**src/rtl/comb_decimator.sv**
```systemverilog
// Decimating comb stage: keeps every R-th accepted sample and outputs
// y[k] = x[k] - x[k-M] (modulo 2^I_BW), truncated to the top O_BW bits.
module comb_decimator #(
   parameter int I_BW = 8,
   parameter int O_BW = 8,
   parameter int R    = 4,
   parameter int M    = 1
) (
   input  logic                   clk_i,
   input  logic                   rst_i,
   input  logic                   en_i,
   input  logic                   clr_i,
   input  logic signed [I_BW-1:0] data_i,
   input  logic                   valid_i,
   output logic signed [O_BW-1:0] data_o,
   output logic                   valid_o
);

   localparam int CW = (R > 1) ? $clog2(R) : 1;
   localparam logic [CW-1:0] CNT_LAST = CW'(R - 1);

   logic [CW-1:0]          cnt_q, cnt_d;
   logic [I_BW-1:0]        dly_q [M];
   logic [I_BW-1:0]        dly_d [M];
   logic signed [O_BW-1:0] data_q, data_d;
   logic                   valid_q, valid_d;
   logic                   accept_s;
   logic                   keep_s;
   logic [I_BW-1:0]        diff_s;

   always_comb begin
      accept_s = en_i && valid_i && !clr_i;
      keep_s   = accept_s && (cnt_q == CNT_LAST);
      // Modular subtraction: wrap-around is the intended CIC behaviour.
      diff_s   = data_i - dly_q[M-1];
      cnt_d    = cnt_q;
      dly_d    = dly_q;
      data_d   = data_q;
      valid_d  = 1'b0;
      if (clr_i) begin
         cnt_d  = '0;
         data_d = '0;
         for (int i = 0; i < M; i++) begin
            dly_d[i] = '0;
         end
      end else if (keep_s) begin
         cnt_d    = '0;
         dly_d[0] = data_i;
         for (int i = 1; i < M; i++) begin
            dly_d[i] = dly_q[i-1];
         end
         data_d  = $signed(diff_s[I_BW-1 -: O_BW]);
         valid_d = 1'b1;
      end else if (accept_s) begin
         cnt_d = cnt_q + CW'(1);
      end else begin
         cnt_d = cnt_q;
      end
   end

   always_ff @(posedge clk_i or posedge rst_i) begin
      if (rst_i) begin
         cnt_q   <= '0;
         data_q  <= '0;
         valid_q <= 1'b0;
         for (int i = 0; i < M; i++) begin
            dly_q[i] <= '0;
         end
      end else begin
         cnt_q   <= cnt_d;
         data_q  <= data_d;
         valid_q <= valid_d;
         for (int i = 0; i < M; i++) begin
            dly_q[i] <= dly_d[i];
         end
      end
   end

   assign data_o  = data_q;
   assign valid_o = valid_q;

endmodule

```
**config.mk**
```make
export PLATFORM = sky130hd
export DESIGN_NAME = comb_decimator
export DESIGN_NICKNAME = d
export VERILOG_FILES = /design/src/rtl/comb_decimator.sv
export SDC_FILE = /design/constraint.sdc
export NUM_CORES = 1
export LEC_CHECK = 0
export CORE_MARGIN = 2
export CORE_UTILIZATION = 45
export CTS_CLUSTER_SIZE = 16
export DETAILED_ROUTE_END_ITERATION = 10
export PLACE_DENSITY_LB_ADDON = 0.08
export REMOVE_ABC_BUFFERS = 1
export SLEW_MARGIN = 25
export SYNTH_ARGS = -nofsm -noshare
export SYNTH_HDL_FRONTEND = slang
export SYNTH_SLANG_ARGS = --single-unit
export TNS_END_PERCENT = 5
```
**constraint.sdc**
```tcl
create_clock -name clk_i -period 1.75 [get_ports clk_i]
set_input_delay 0.2625 -clock clk_i [delete_from_list [all_inputs] [get_ports clk_i]]
set_output_delay 0.2625 -clock clk_i [all_outputs]
set_load 0.02 [all_outputs]
```
==> summary.txt, run 1 <==
Run status
  • Outcome: finished, final reports clean

Logic synthesis
  • Yosys top cell by area: dfrtp_1
  • Top FF cell, synth: dfrtp_1
  • Flop and latch count out of synthesis: 19
  • Synth cell types: 29
  • Ys async rst share: 1.00
  • Post-synth EDFFs: 0
  • Post-synthesis sequential area ratio: 0.432
  • Post-synth top area share: 0.432
  • Cells after Synth: 110
  • Syn Area/Cell: ~10 sq um
  • Most frequent cells after synthesis: 19 x dfrtp_1, 12 x nand2_1, 11 x inv_1
  • Synth Cell Area: 1100 sq um
  • Top post-synthesis cells by area: dfrtp_1 43%, ha_1 10%, nand3b_1 6.8%
  • Dominant cell by count in the synthesized netlist: dfrtp_1
  • Yosys warns: 0

Setup path
  • Startpoint class of the critical path: register
  • Critical Path Start: dly_q[2]$_DFFE_PP0P_
  • CP Max Fanout: 3
  • R2R Setup Slk: between 90 and 100 ps
  • Req. time, crit path: 1970 ps
  • Worst EP arrival: 1880 ps
  • R2r endpoint: data_o[7]$_DFFE_PP0P_
  • FF-to-FF path depth: 7
  • Worst r2r src: dly_q[2]$_DFFE_PP0P_
  • Critical Path Sink: data_o[7]$_DFFE_PP0P_
  • Crit path kind: reg2reg
  • Element type at the critical path end: register

Floorplanning
  • I/O pin total: 22
  • Initial core utilization: 0.488
  • Total Die Area: 2860 sq um
  • Core area: 2250 sq um
  • # rows: 17
  • Die Wd: 53.4 um
  • Die Y: 53.4 um

STA
  • RSZ-0062 raised after global routing: yes
  • Worst-margin pin slew: 250 ps
  • Final worst path period share: 0.945
  • Fin Setup TNS: 0 ps
  • Final Hold Vio Count: 0
  • Achievable Freq: between 0.6 and 0.7 GHz
  • Setup WS post-layout: 96.4 ps
  • Relative slew margins: 0.832
  • Setup Skew: 4.50 ps
  • Fin. max-slew vios: 0
  • Tmin final: roughly 1700 ps
  • Setup violators final: 0

Pwr
  • Seq pwr share: 0.544
  • Int Power: 0.000604 W
  • Leakage power: a little over 0.7 nW
  • Switching power: ~0.00021 W
  • Clk pwr share: 0.286
  • Worst vdd rail ir drop: around 390 uV
  • Sw frac: 0.261
  • Combinational share of power: 0.171
  • Pwr Density: 539 nW/um^2
  • Final Power: 0.000817 W

Finish
  • Post-layout nets: 175
  • Multi-input logic area: 569 sq um
  • Syn-to-layout area delta: 37.8%
  • Ant diodes: 0
  • Fillers: 210
  • Area taken by flip-flops and latches: 475 sq um
  • Util after Layout: 0.672
  • Non-Filler Instances: between 150 and 200
  • Fraction of layout cells with a size suffix above 1: 0.192

Clock network
  • Cts hold-fix bufs: 0
  • CTS tree: yes
  • CTS Buf Count: 3
  • CTS max path bufs: 2
  • Worst-Skew Late Latency: 310 ps
  • H-tree depth: 1
  • Clock transition at path regs: between 100 and 150 ps
  • Clock sink total: 19
  • Root Driver: clkbuf_4

Route
  • Pre-Repair DR Iteration Count: 4
  • Routed Antenna Nets: 0
  • Drt total wl: 2.42 mm
  • Routed wire per std cell: 13.5 um
  • Post-route DRC violation count: 0
  • Detailed-route via count: 959
  • DRT iter0 DRCs: 8
  • Vias per inst: 5.36

Global route
  • First-pass GRT wire length: roughly 4.2 mm
  • Vias in the first global route: 999
  • GRT overflow: 0
  • Largest net degree at the start of global routing: 20
  • Initial antenna violation count: 0
  • GR Util All Layers: 0.202

Place
  • HPWL after detailed placement: 1.80 mm
  • GPL Wtd Cong: 0.839
  • Port bufs: 21
  • Post-Place Setup Slack: -404 ps
  • Placed Cells: 172

Job
  • Maxcap violations: 0

Worst hold path
  • Hold WC Path Type: in2async
-- placed cells by master (no fill, tap or decap), drive strengths merged --
master / instances
a21oi: 6
xor2: 2
o211a: 1
clkbuf: 3
o21ai: 5
and3: 1
nor4: 2
nand4: 1
dfrtp: 19
clkdlybuf4s50: 20
o21bai: 1
a21boi: 1
o31a: 1
ha: 9
or3: 2
nand3b: 10
clkinv: 1
dlymetal6s2s: 1
inv: 12
nand3: 4
buf: 20
a311oi: 1
fa: 1
nand2: 12
o2111ai: 1
nand4b: 1
nor3b: 1
xnor2: 3
o31ai: 8
nor2: 1
-- critical path, cell delays in order, from the launching register on --
cell      delay (ps)
dfrtp_1          380
inv_1             70
ha_1             250
buf_4            150
nand3b_1         110
a21oi_1          100
o31a_1           280
o31ai_1          210
-- kinds of logic after synthesis --
kind of cell | share of synthesized area
adder cells (fa/ha/maj) | 0.121
buffers and inverters | 0.0626
flip-flops | 0.432
AO/OA/AOI/OAI | 0.151
AND/OR/NAND/NOR | 0.193
XOR/XNOR | 0.0398
-- layer usage --
| metal | vias to the layer above | GRT usage | part of all wire |
|---|---|---|---|
| li1 | 473 | - | - |
| met1 | 457 | 0.253 | 0.46 |
| met2 | 24 | 0.342 | 0.48 |
| met3 | 5 | 0.0282 | 0.044 |
| met4 | 0 | 0.0897 | 0.017 |
| met5 | - | 0 | 0 |
-- repair_timing --
item,4_1_cts,5_1_grt
endpoints found under the setup margin,1,2
gates resized for setup,2,4
pin swaps,1,5
setup buffers,0,3
-- power by group through the flow --
| stage | registers (W) | logic [W] | clock network, W |
|---|---|---|---|
| final | 0.000444 | 0.000139 | 0.000233 |
| after floorplan | 0.000453 | 0.0000572 | 0 |
| after global routing | 0.000445 | 0.000155 | 0.000255 |
| after CTS | 0.000444 | 0.000137 | 0.000238 |
| after detailed placement | 0.000453 | 0.000136 | 0 |
| after global placement | 0.000453 | 0.000133 | 0 |
-- stage by stage --
stage	cell area, sq um	hold WS, ps
2_1_floorplan	1080	214
6_report	1520	264
3_5_place_dp	1450	503
3_3_place_gp	1450	491
5_1_grt	1520	286
4_1_cts	1480	279
-- worst min path at each step --
| stage | from | endpoint | slack, ps | cells after the start |
|---|---|---|---|---|
| 2_1_floorplan | rst_i | cnt_q[0]$_DFFE_PP0P_ | 210 | 1 |
| 3_3_place_gp | data_o[4]$_DFFE_PP0P_ | data_o[4]$_DFFE_PP0P_ | 490 | 2 |
| 3_5_place_dp | data_o[4]$_DFFE_PP0P_ | data_o[4]$_DFFE_PP0P_ | 500 | 2 |
| 4_1_cts | rst_i | data_o[5]$_DFFE_PP0P_ | 280 | 3 |
| 5_1_grt | rst_i | data_o[4]$_DFFE_PP0P_ | 290 | 3 |
| 6_report | rst_i | data_o[4]$_DFFE_PP0P_ | 260 | 3 |
-- final cells by class --
| class | count | share of cell area |
|---|---|---|
| Clock buffer | 3 | 0.0149 |
| Sequential cell | 19 | 0.314 |
| Multi-Input combinational cell | 75 | 0.376 |
| Clock inverter | 1 | 0.00330 |
| Inverter | 12 | 0.0297 |
| Timing Repair Buffer | 41 | 0.239 |
| Tap cell | 28 | 0.0231 |
-- registers in the layout, summed over array words and instances, names as in the netlist --
signal and cells:
valid_o 1, data_o 8, cnt_q 2, dly_q 8
Power figures use the tool's default switching activity.
==> run 2: changes to the inputs <==
--- a/config.mk
+++ b/config.mk
@@ -5,7 +5,6 @@
 export SDC_FILE = /design/constraint.sdc
 export NUM_CORES = 1
 export LEC_CHECK = 0
-export CORE_MARGIN = 2
 export CORE_UTILIZATION = 45
 export CTS_CLUSTER_SIZE = 16
 export DETAILED_ROUTE_END_ITERATION = 10
==> constraint.sdc (replaced) <==
create_clock -name clk_i -period 1.75 [get_ports clk_i]
set_input_delay 0.35 -clock clk_i [delete_from_list [all_inputs] [get_ports clk_i]]
set_output_delay 0.35 -clock clk_i [all_outputs]
set_load 0.02 [all_outputs]
==> summary.txt, run 2 (synthesis gave the netlist of run 1 again) <==
Place
  • HPWL after detailed placement: 1.73 mm (-3.8%)
  • GPL Wtd Cong: 0.802 (-4.4%)
  • Port bufs: 21 (unchanged)

STA
  • Final worst path period share: 0.973 (+0.0276)
  • Tmin final: 1700 ps (+48.3 ps)
  • Setup Skew: 8.01 ps (+3.51 ps)
  • Fin. max-slew vios: 0 (unchanged)
  • Relative slew margins: 0.798 (-0.0337)
  • Fin Setup TNS: 0 ps (unchanged)
  • RSZ-0062 raised after global routing: no
  • Setup violators final: 0 (unchanged)
  • Final Hold Vio Count: 0 (unchanged)
  • Achievable Freq: 0.588 GHz (-2.8%)
  • Worst-margin pin slew: 300 ps (+50.1 ps)

Pwr
  • Pwr Density: 534 nW/um^2 (-0.93%)
  • Worst vdd rail ir drop: 424 uV (+9.7%)
  • Leakage power: 0.709 nW (-1.1%)
  • Final Power: 0.000819 W (+0.21%)

Setup path
  • Critical Path Sink: data_o[5]$_DFFE_PP0P_
  • WP depth: 6 (-1)
  • Critical Path Start: data_i[5]
  • R2r endpoint: data_o[6]$_DFFE_PP0P_
  • CP top delay family: simple AND/OR/NAND/NOR gates
  • Most frequent CP cell: or3_1
  • Worst EP arrival: 1940 ps (+60 ps)
  • FF-to-FF path depth: 7 (unchanged)
  • CP cell instances: clkdlybuf4s50_1, ha_4, inv_1, or3_1, or3_1, nand3_1
  • Element type at the critical path end: register
  • CP peak stage delay: 460 ps (+80 ps)
  • CP Max Fanout: 5 (+2)
  • Req. time, crit path: 1990 ps (+20 ps)
  • Worst path buffer plus inverter count: 2 (unchanged)
  • Slowest stage cell, crit path: clkdlybuf4s50_1
  • R2R Setup Slk: 100 ps (about the same)
  • Startpoint class of the critical path: input port
  • Crit path kind: in2reg
  • Worst r2r src: dly_q[0]$_DFFE_PP0P_

Clock network
  • CTS tree: yes
  • Clock sink total: 19 (unchanged)
  • CTS Buf Count: 3 (unchanged)
  • H-tree depth: 1 (unchanged)
  • Worst-Skew Late Latency: 300 ps (about the same)
  • CTS max path bufs: 2 (unchanged)
  • Cts hold-fix bufs: 0 (unchanged)
  • Clock transition at path regs: 120 ps (about the same)
  • Root Driver: clkbuf_4
  • Setup bufs post-CTS: 0 (unchanged)

Route
  • DRT iter0 DRCs: 16 (+8)
  • Routed Antenna Nets: 0 (unchanged)
  • Vias per inst: 5.40 (+0.71%)
  • Detailed-route via count: 955 (-0.42%)
  • Pre-Repair DR Iteration Count: 4 (unchanged)
  • Routed wire per std cell: 13.1 um (-2.8%)
  • Post-route DRC violation count: 0 (unchanged)
  • Drt total wl: 2.33 mm (-3.8%)

Floorplanning
  • Die Wd: 51.4 um (-3.7%)
  • Die Y: 51.4 um (-3.7%)
  • Total Die Area: 2650 sq um (-7.3%)
  • Initial core utilization: 0.488 (unchanged)
  • I/O pin total: 22 (unchanged)
  • Core area: 2250 sq um (unchanged)
  • # rows: 17 (unchanged)

Finish
  • Ant diodes: 0 (unchanged)
  • Most common cell after layout, fill and taps aside: clkdlybuf4s50_1
  • Syn-to-layout area delta: 39.4%
  • Fillers: 185 (-12%)
  • Post-layout nets: 173 (-1.1%)
  • Commonest cells after routing, fill and taps aside: 20 x clkdlybuf4s50_1, 19 x dfrtp_1, 18 x buf_4
  • Fraction of layout cells with a size suffix above 1: 0.221 (+0.0294)

Worst hold path
  • Hold WC Path Type: in2async

Global route
  • Largest net degree at the start of global routing: 20 (unchanged)
  • GR Util All Layers: 0.204 (+0.00226)
  • First-pass GRT wire length: 3.93 mm (-5.6%)
  • Initial antenna violation count: 0 (unchanged)
  • Vias in the first global route: 957 (-4.2%)
  • GRT overflow: 0 (unchanged)

Job
  • Maxcap violations: 0 (unchanged)

Run status
  • Outcome: finished, final reports clean
## run 2: changes by cell type in the layout (fill, tap and decap cells not counted), sizes merged
cell,change
buf,-2
## run 2: layer usage
layer  vias up  track usage  routed length (um)
met2        25        0.359                1140
met5         -            0                   0
met4         0        0.104                  41
met3         5       0.0298                  83
met1       457        0.239                1060
li1        468            -                   -
## run 2: how the worst min path moves through the flow
stage	start	end	cells after the start
2_1_floorplan	rst_i	cnt_q[0]$_DFFE_PP0P_	1
3_3_place_gp	data_o[4]$_DFFE_PP0P_	data_o[4]$_DFFE_PP0P_	2
3_5_place_dp	data_o[1]$_DFFE_PP0P_	data_o[1]$_DFFE_PP0P_	2
4_1_cts	rst_i	data_o[3]$_DFFE_PP0P_	3
5_1_grt	rst_i	data_o[3]$_DFFE_PP0P_	3
6_report	rst_i	data_o[3]$_DFFE_PP0P_	3
## run 2: layout make-up
class | instances | area, sq um | area share
clock inverter | 1 | 5.00 | 0.00327
sequential | 19 | 475 | 0.310
inverter | 12 | 45.0 | 0.0294
timing repair buffer | 39 | 348 | 0.227
tap | 28 | 35.0 | 0.0229
clock buffer | 3 | 22.5 | 0.0147
multi-input combinational | 75 | 602 | 0.393
## run 2: metrics by stage
step	cell area (sq um)	setup WS (ps)	instances	hold WS [ps]	util
3_3_place_gp	1460	-331	173	492	0.646
4_1_cts	1510	3.20	177	365	0.670
2_1_floorplan	1080	120	106	301	-
5_1_grt	1530	0.484	177	392	0.680
6_report	1530	48.1	177	360	0.680
3_5_place_dp	1460	-414	173	501	0.646
## run 2: tightest hold or removal path: stages
cell             delay, ps
clkdlybuf4s50_1        400
inv_1                   60
buf_4                  250
## run 2: what timing repair did
| action | 4_1_cts | 5_1_grt |
|---|---|---|
| gates resized for setup | 6 | 6 |
| endpoints found under the setup margin | 3 | 2 |
| pin swaps | 2 | 5 |
| endpoints found under the hold margin | 0 | 0 |
## run 2: where the power goes
| part | leakage (nW) | total, W | internal [W] | switching (W) |
|---|---|---|---|---|
| Combinational | 0.427 | 0.000147 | 0.0000804 | 0.0000662 |
| Clock | 0.0177 | 0.000228 | 0.0000852 | 0.000143 |
| Sequential | 0.265 | 0.000444 | 0.000442 | 0.00000217 |
| Total | 0.709 | 0.000819 | 0.000608 | 0.000211 |
==> run 3: changes to the inputs <==
--- a/config.mk
+++ b/config.mk
@@ -10,7 +10,6 @@
 export DETAILED_ROUTE_END_ITERATION = 10
 export PLACE_DENSITY_LB_ADDON = 0.08
 export REMOVE_ABC_BUFFERS = 1
-export SLEW_MARGIN = 25
 export SYNTH_ARGS = -nofsm -noshare
 export SYNTH_HDL_FRONTEND = slang
 export SYNTH_SLANG_ARGS = --single-unit
==> results of run 3 <==
Final layout, timing and power as in run 2 (identical DEF).
